[config.mk]
export PLATFORM = sky130hd
export DESIGN_NAME = adder_tree_seq_ctrl
export DESIGN_NICKNAME = d
export VERILOG_FILES = /design/src/rtl/adder_tree_seq_ctrl.sv
export SDC_FILE = /design/constraint.sdc
export NUM_CORES = 1
export LEC_CHECK = 0
export ABC_AREA = 1
export CAP_MARGIN = 15
export CORE_ASPECT_RATIO = 1.1
export CORE_MARGIN = 2
export CORE_UTILIZATION = 45
export CTS_CLUSTER_SIZE = 25
export DETAILED_ROUTE_END_ITERATION = 7
export DONT_BUFFER_PORTS = 1
export PLACE_DENSITY = 0.67
export SETUP_SLACK_MARGIN = 0.02
export SLEW_MARGIN = 20
export SYNTH_ARGS = -nofsm -noshare
export SYNTH_HDL_FRONTEND = slang
export SYNTH_SLANG_ARGS = --single-unit
[constraint.sdc]
create_clock -name clk -period 7.3 [get_ports clk]
set_input_delay 1.095 -clock clk [delete_from_list [all_inputs] [get_ports clk]]
set_output_delay 1.095 -clock clk [all_outputs]
set_load 0.02 [all_outputs]
[src/rtl/adder_tree_seq_ctrl.sv]
// adder_tree_seq_ctrl
//   Sequential accumulation controller. Folds a group of unsigned 8-bit
//   operands into one wide sum, using a single shared 8-bit carry-lookahead
//   adder. The adder works on one byte slice of the accumulator per cycle.
//   This is the low-area alternative to a fully parallel adder tree.
//
// Parameters
//   N_OPS      maximum operands per group (2..256)
//   ACC_BYTES  accumulator width in bytes (1..4); W = 8*ACC_BYTES
//
// Ports
//   clk        clock, all state changes on the rising edge
//   rst        synchronous active-high reset
//   in_valid   operand valid
//   in_ready   controller can accept an operand
//   in_data    unsigned 8-bit operand
//   in_last    final operand of the group (closes the group early)
//   out_valid  group result valid
//   out_ready  downstream accepts the result
//   out_sum    group sum modulo 2^W
//   out_ovf    sticky flag: true group sum reached 2^W
//   out_count  number of operands in the group

// 8-bit carry-lookahead adder. Every carry is expanded into its flat
// generate/propagate form, so there is no ripple chain between bit positions.
module cla_8bit (
  input  logic [7:0] a,
  input  logic [7:0] b,
  input  logic       cin,
  output logic [7:0] sum,
  output logic       cout
);

  logic [7:0] g;
  logic [7:0] p;
  logic [8:0] c;
  logic       pp;

  // c[i+1] = g[i] | p[i]g[i-1] | ... | p[i]..p[0]cin
  always_comb begin
    g    = a & b;
    p    = a ^ b;
    c    = '0;
    pp   = 1'b0;
    c[0] = cin;
    for (int i = 0; i < 8; i++) begin
      c[i+1] = g[i];
      pp     = p[i];
      for (int j = i - 1; j >= 0; j--) begin
        c[i+1] = c[i+1] | (pp & g[j]);
        pp     = pp & p[j];
      end
      c[i+1] = c[i+1] | (pp & cin);
    end
    sum  = p ^ c[7:0];
    cout = c[8];
  end

endmodule

module adder_tree_seq_ctrl #(
  parameter int N_OPS     = 8,
  parameter int ACC_BYTES = 2
) (
  input  logic                   clk,
  input  logic                   rst,
  input  logic                   in_valid,
  output logic                   in_ready,
  input  logic [7:0]             in_data,
  input  logic                   in_last,
  output logic                   out_valid,
  input  logic                   out_ready,
  output logic [8*ACC_BYTES-1:0] out_sum,
  output logic                   out_ovf,
  output logic [8:0]             out_count
);

  localparam int W = 8 * ACC_BYTES;

  typedef enum logic [1:0] {
    ACCEPT = 2'd0,
    ADD    = 2'd1,
    DONE   = 2'd2
  } state_t;

  state_t state;
  state_t state_next;

  logic [W-1:0] acc;
  logic         carry;
  logic [1:0]   slice;
  logic [8:0]   count;
  logic         ovf;
  logic         last_reg;
  logic [7:0]   op_reg;

  logic [7:0]   cla_a;
  logic [7:0]   cla_b;
  logic         cla_cin;
  logic [7:0]   cla_sum;
  logic         cla_cout;

  logic         last_slice;
  logic [8:0]   count_inc;
  logic         group_end;

  // Operand steering for the shared adder. The new operand enters only at
  // slice 0; higher slices just add the carry from the slice below, so a
  // carry never crosses from one operand into the next.
  always_comb begin
    cla_a = 8'h00;
    for (int i = 0; i < ACC_BYTES; i++) begin
      if (slice == 2'(i)) begin
        cla_a = acc[8*i +: 8];
      end
    end
    cla_b      = (slice == 2'd0) ? op_reg : 8'h00;
    cla_cin    = (slice == 2'd0) ? 1'b0 : carry;
    last_slice = (slice == 2'(ACC_BYTES - 1));
    count_inc  = count + 9'd1;
    group_end  = (count_inc == 9'(N_OPS)) || last_reg;
  end

  cla_8bit u_cla (
    .a    (cla_a),
    .b    (cla_b),
    .cin  (cla_cin),
    .sum  (cla_sum),
    .cout (cla_cout)
  );

  // State register.
  always_ff @(posedge clk) begin
    if (rst) begin
      state <= ACCEPT;
    end else begin
      state <= state_next;
    end
  end

  // Next-state and handshake decode. in_ready and out_valid depend only on
  // the current state, so there is no combinational path from in_valid or
  // out_ready to them.
  always_comb begin
    state_next = state;
    in_ready   = 1'b0;
    out_valid  = 1'b0;
    case (state)
      ACCEPT: begin
        in_ready = 1'b1;
        if (in_valid) begin
          state_next = ADD;
        end
      end
      ADD: begin
        if (last_slice) begin
          state_next = group_end ? DONE : ACCEPT;
        end
      end
      DONE: begin
        out_valid = 1'b1;
        if (out_ready) begin
          state_next = ACCEPT;
        end
      end
      default: begin
        state_next = ACCEPT;
      end
    endcase
  end

  // Datapath registers. The carry out of the top slice only sets the
  // sticky overflow flag; the sum itself wraps modulo 2^W.
  always_ff @(posedge clk) begin
    if (rst) begin
      acc      <= '0;
      carry    <= 1'b0;
      slice    <= 2'd0;
      count    <= 9'd0;
      ovf      <= 1'b0;
      last_reg <= 1'b0;
      op_reg   <= 8'h00;
    end else begin
      case (state)
        ACCEPT: begin
          if (in_valid) begin
            op_reg   <= in_data;
            last_reg <= in_last;
            slice    <= 2'd0;
          end
        end
        ADD: begin
          for (int i = 0; i < ACC_BYTES; i++) begin
            if (slice == 2'(i)) begin
              acc[8*i +: 8] <= cla_sum;
            end
          end
          carry <= cla_cout;
          if (!last_slice) begin
            slice <= slice + 2'd1;
          end else begin
            ovf   <= ovf | cla_cout;
            count <= count_inc;
          end
        end
        DONE: begin
          if (out_ready) begin
            acc   <= '0;
            ovf   <= 1'b0;
            count <= 9'd0;
            carry <= 1'b0;
          end
        end
        default: begin
        end
      endcase
    end
  end

  assign out_sum   = acc;
  assign out_ovf   = ovf;
  assign out_count = count;

endmodule

==> impl_metrics.xml <==
<?xml version="1.0" encoding="UTF-8"?>
<metrics>
  <group name="outcome">
    <metric name="outcome" unit="">completed</metric>
  </group>
  <group name="placed_design">
    <metric name="place_hpwl" unit="mm">3.71</metric>
    <metric name="placedInstanceArea" unit="um^2">2330</metric>
    <metric name="globalplace.congestion" unit="">0.837</metric>
    <metric name="port_buffers" unit="">0</metric>
  </group>
  <group name="finish">
    <metric name="n_antenna_cell" unit="">0</metric>
    <metric name="synthToLayoutAreaGrowth" unit="%">3.72</metric>
    <metric name="nFillCells" unit="">523</metric>
    <metric name="max_reg_flops" unit="">16</metric>
    <metric name="final_core_util" unit="">0.481</metric>
    <metric name="fin_area" unit="um^2">2410</metric>
    <metric name="final_layout_size_suffix_gt1_frac" unit="">0.107</metric>
    <metric name="multiInputGateArea" unit="um^2">1270</metric>
    <metric name="layout.area.seq" unit="um^2">801</metric>
    <metric name="number_of_nets_in_the_finished_design" unit="">344</metric>
  </group>
  <group name="logic_synthesis">
    <metric name="synth_edf_count" unit="">0</metric>
    <metric name="synth.most_common_cell" unit="">sky130_fd_sc_hd__nand2_1</metric>
    <metric name="synthXorXnorAreaFrac" unit="">0</metric>
    <metric name="post_synth_and_or_nand_nor_area_fraction" unit="">0.292</metric>
    <metric name="synth.area.mux_share" unit="">0</metric>
    <metric name="synth_top_cell_by_area" unit="">sky130_fd_sc_hd__dfxtp_1</metric>
    <metric name="synth.distinct_cells" unit="">33</metric>
    <metric name="synth_compound_area_frac" unit="">0.189</metric>
    <metric name="ys_seq_elements" unit="">40</metric>
    <metric name="yosys.area_share.adder" unit="">0.0679</metric>
    <metric name="synth_area_leaders" unit="">sky130_fd_sc_hd__dfxtp_1 (35%), sky130_fd_sc_hd__nand2_1 (9.9%), sky130_fd_sc_hd__inv_1 (6.6%)</metric>
    <metric name="synth_area" unit="um^2">2320</metric>
    <metric name="synthFlopType" unit="">sky130_fd_sc_hd__dfxtp_1</metric>
    <metric name="ys_seq_area_frac" unit="">0.345</metric>
    <metric name="async_flop_share" unit="">0</metric>
    <metric name="syn_avg_cell_area" unit="um^2">7.23</metric>
    <metric name="ys_top_cells_by_count" unit="">sky130_fd_sc_hd__nand2_1 (61), sky130_fd_sc_hd__inv_1 (41), sky130_fd_sc_hd__dfxtp_1 (40)</metric>
    <metric name="warning_count_from_the_yosys_run" unit="">0</metric>
    <metric name="synthesis.instances" unit="">321</metric>
    <metric name="synthDominantCellAreaShare" unit="">0.345</metric>
    <metric name="synth_top_family_by_area" unit="">simple AND/OR/NAND/NOR gates</metric>
    <metric name="synth_nets" unit="">346</metric>
  </group>
  <group name="clocking">
    <metric name="h_tree_lvls" unit="">2</metric>
    <metric name="cts_buffers" unit="">5</metric>
    <metric name="clk_pin_slew" unit="ns">0.07</metric>
    <metric name="cts-root-to-sink-buffers" unit="">2</metric>
    <metric name="ctsHoldBuffers" unit="">0</metric>
    <metric name="cts-root-buf" unit="">sky130_fd_sc_hd__clkbuf_8</metric>
    <metric name="cts.repair_timing.setup_buffer_count" unit="">0</metric>
    <metric name="ctsResizeCount" unit="">0</metric>
    <metric name="cts_tree" unit="">done</metric>
    <metric name="clock_sink_count" unit="">40</metric>
    <metric name="clk_latency" unit="ns">0.29</metric>
  </group>
  <group name="drt">
    <metric name="postRouteWirelength" unit="mm">5.03</metric>
    <metric name="first_pass_detailed_route_iteration_total" unit="">4</metric>
    <metric name="routed_antenna_nets" unit="">0</metric>
    <metric name="wire_per_inst" unit="um">13.3</metric>
    <metric name="route.detailed.drc" unit="">0</metric>
    <metric name="vias_per_cell" unit="">5.28</metric>
    <metric name="first_iter_violations" unit="">98</metric>
    <metric name="detailroute.via_count" unit="">1992</metric>
  </group>
  <group name="critical_path">
    <metric name="worst_ep_arrival_time" unit="ns">3.05</metric>
    <metric name="startpoint" unit="">slice[0]$_SDFFE_PP0P_</metric>
    <metric name="crit_path_max_incr_delay" unit="ns">0.44</metric>
    <metric name="critPathCapture" unit="">out_sum[9]$_SDFFE_PP0P_</metric>
    <metric name="worst_path_dominant_cell_family" unit="">adder cells</metric>
    <metric name="regToRegSetupSlack" unit="ns">4.47</metric>
    <metric name="cp.buffers_inverters" unit="">5</metric>
    <metric name="worstSetupEndpointType" unit="">flop</metric>
    <metric name="worst-path-max-fanout" unit="">10</metric>
    <metric name="crit_chain" unit="">inv_1 &gt; ha_1 &gt; inv_8 &gt; nor2_1 &gt; inv_1 &gt; o22ai_1 &gt; inv_1 &gt; fa_1 &gt; inv_1 &gt; nor2_1 &gt; nor3_1 &gt; o21ai_0 &gt; a21oi_1</metric>
    <metric name="setup.worst_path.class" unit="">flop to flop</metric>
    <metric name="worstSetupStartpointType" unit="">flop</metric>
    <metric name="worst_ep_required_time" unit="ns">7.53</metric>
    <metric name="worst-path-stages" unit="">13</metric>
    <metric name="crit_slowest_cell" unit="">sky130_fd_sc_hd__ha_1</metric>
    <metric name="r2r-end" unit="">out_sum[9]$_SDFFE_PP0P_</metric>
    <metric name="critical_path.reg2reg.startpoint" unit="">slice[0]$_SDFFE_PP0P_</metric>
    <metric name="worstRegToRegCells" unit="">13</metric>
    <metric name="critical-path-top-cell-by-count" unit="">sky130_fd_sc_hd__inv_1</metric>
  </group>
  <group name="floorplan">
    <metric name="die_w" unit="um">72.5</metric>
    <metric name="ios" unit="">41</metric>
    <metric name="fp.dieArea" unit="um^2">5750</metric>
    <metric name="die_y" unit="um">79.3</metric>
    <metric name="floorplan.initialDensity" unit="">0.464</metric>
    <metric name="coreArea" unit="um^2">5000</metric>
    <metric name="core_rows" unit="">27</metric>
  </group>
  <group name="power_and_ir_drop">
    <metric name="p_sw_frac" unit="">0.320</metric>
    <metric name="power_per_cell_area" unit="nW/um^2">201</metric>
    <metric name="power.share.sequential" unit="">0.520</metric>
    <metric name="cell_internal_pwr" unit="W">0.000329</metric>
    <metric name="sw_power" unit="W">0.000155</metric>
    <metric name="combPwrFrac" unit="">0.192</metric>
    <metric name="clk_pwr_share" unit="">0.288</metric>
    <metric name="total_leakage_power" unit="nW">1.09</metric>
    <metric name="power.ir.vdd_worst" unit="mV">0.119</metric>
  </group>
  <group name="global_route">
    <metric name="grt_first_pass_wirelength" unit="mm">8.74</metric>
    <metric name="globalRouteOverflowTotal" unit="">0</metric>
    <metric name="maximum_number_of_pins_on_one_net_before_global_route_repair" unit="">29</metric>
    <metric name="grt_antenna_before_repair" unit="">0</metric>
    <metric name="first_global_vias" unit="">1847</metric>
    <metric name="grt_usage" unit="">0.196</metric>
  </group>
  <group name="timing">
    <metric name="setup_tns" unit="ns">0</metric>
    <metric name="setup_viol_count_final" unit="">0</metric>
    <metric name="tightest_slew" unit="ns">0.781</metric>
    <metric name="final_period_minus_worst_setup_slack" unit="ns">2.83</metric>
    <metric name="clock_skew" unit="ns">0.00866</metric>
    <metric name="timing.max_slew.rel_slack" unit="">0.479</metric>
    <metric name="timing_limited_maximum_frequency" unit="GHz">0.354</metric>
    <metric name="fin_crit_sh" unit="">0.387</metric>
    <metric name="final-max-slew-violation-count" unit="">0</metric>
    <metric name="hold_viol_final" unit="">0</metric>
    <metric name="rsz0062_at_grt" unit="">false</metric>
  </group>
  <group name="job">
    <metric name="cap_viol_max_count" unit="">0</metric>
  </group>
  <group name="hold_path">
    <metric name="hp-start" unit="">last_reg$_SDFFE_PP0P_</metric>
    <metric name="min-delay-path-class" unit="">flop to flop</metric>
  </group>
</metrics>
[cell type report]
| type | instances | share of cell area |
|---|---|---|
| Inverter | 47 | 0.0764 |
| Tap cell | 58 | 0.0301 |
| Multi-Input combinational cell | 225 | 0.529 |
| Clock buffer | 6 | 0.0301 |
| Clock inverter | 1 | 0.00208 |
| Sequential cell | 40 | 0.333 |
[cells by family (layout without fill, tap and decap cells)]
family          count (synthesis)  after routing
compound gates                 76             76
simple gates                  137            137
fa+ha+maj                      12             12
buf+inv                        56             54
flops                          40             40
[worst min-delay path by stage]
stage / depth (start not counted) / to / slack, ns
global placement: 2 / last_reg$_SDFFE_PP0P_ / 0.44
CTS: 2 / last_reg$_SDFFE_PP0P_ / 0.46
global route: 2 / last_reg$_SDFFE_PP0P_ / 0.50
floorplan: 2 / last_reg$_SDFFE_PP0P_ / 0.43
finish: 2 / last_reg$_SDFFE_PP0P_ / 0.46
detailed placement: 2 / last_reg$_SDFFE_PP0P_ / 0.45
[layout by cell type, fill, tap and decap left out, types with 2 or more instances in the layout]
cell type / synthesis / routed
sky130_fd_sc_hd__a21oi_1: 30 / 30
sky130_fd_sc_hd__a21oi_2: 3 / 3
sky130_fd_sc_hd__a22o_1: 6 / 6
sky130_fd_sc_hd__clkbuf_8: 0 / 5
sky130_fd_sc_hd__clkinv_1: 2 / 2
sky130_fd_sc_hd__dfxtp_1: 40 / 40
sky130_fd_sc_hd__ha_1: 11 / 11
sky130_fd_sc_hd__inv_1: 41 / 41
sky130_fd_sc_hd__inv_2: 3 / 3
sky130_fd_sc_hd__nand2_1: 61 / 61
sky130_fd_sc_hd__nand2_2: 5 / 5
sky130_fd_sc_hd__nand2_4: 5 / 5
sky130_fd_sc_hd__nand3_1: 15 / 15
sky130_fd_sc_hd__nand3_2: 2 / 2
sky130_fd_sc_hd__nand3b_1: 4 / 4
sky130_fd_sc_hd__nand4_1: 2 / 2
sky130_fd_sc_hd__nor2_1: 35 / 35
sky130_fd_sc_hd__nor2_4: 2 / 2
sky130_fd_sc_hd__nor3_1: 2 / 2
sky130_fd_sc_hd__o21ai_0: 24 / 24
sky130_fd_sc_hd__o21ai_1: 5 / 5
sky130_fd_sc_hd__o21ai_2: 4 / 4
sky130_fd_sc_hd__o21bai_1: 2 / 2
[tightest hold or removal path: stages, from the launching register on]
cell                      delay, ns
sky130_fd_sc_hd__dfxtp_1       0.30
sky130_fd_sc_hd__inv_1         0.06
sky130_fd_sc_hd__a21oi_1       0.06
[per-layer routing]
| layer | up-vias | global-route usage | routed length, um |
|---|---|---|---|
| met4 | 0 | 0.0778 | 87 |
| met5 | - | 0 | 0 |
| met3 | 6 | 0.0596 | 255 |
| li1 | 1043 | - | - |
| met1 | 898 | 0.259 | 2410 |
| met2 | 45 | 0.296 | 2270 |
[through the flow]
| step | setup WS, ns | instances | hold slack [ns] | total power [W] |
|---|---|---|---|---|
| 6_report | 4.47 | 377 | 0.457 | 0.000484 |
| 5_1_grt | 4.11 | 377 | 0.502 | 0.000517 |
| 2_1_floorplan | 4.97 | 321 | 0.430 | 0.000334 |
| 3_3_place_gp | 4.54 | 370 | 0.441 | 0.000348 |
| 4_1_cts | 4.44 | 377 | 0.458 | 0.000490 |
| 3_5_place_dp | 4.47 | 370 | 0.449 | 0.000350 |
[power by group through the flow]
stage	Combinational [W]	Sequential (W)	Clock, W
after global placement	0.0000918	0.000256	0
after CTS	0.0000936	0.000252	0.000145
after global routing	0.000107	0.000253	0.000157
after floorplan	0.0000814	0.000253	0
after detailed placement	0.0000933	0.000257	0
final	0.0000930	0.000251	0.000139
No activity file was read; power rests on OpenSTA's default activity.
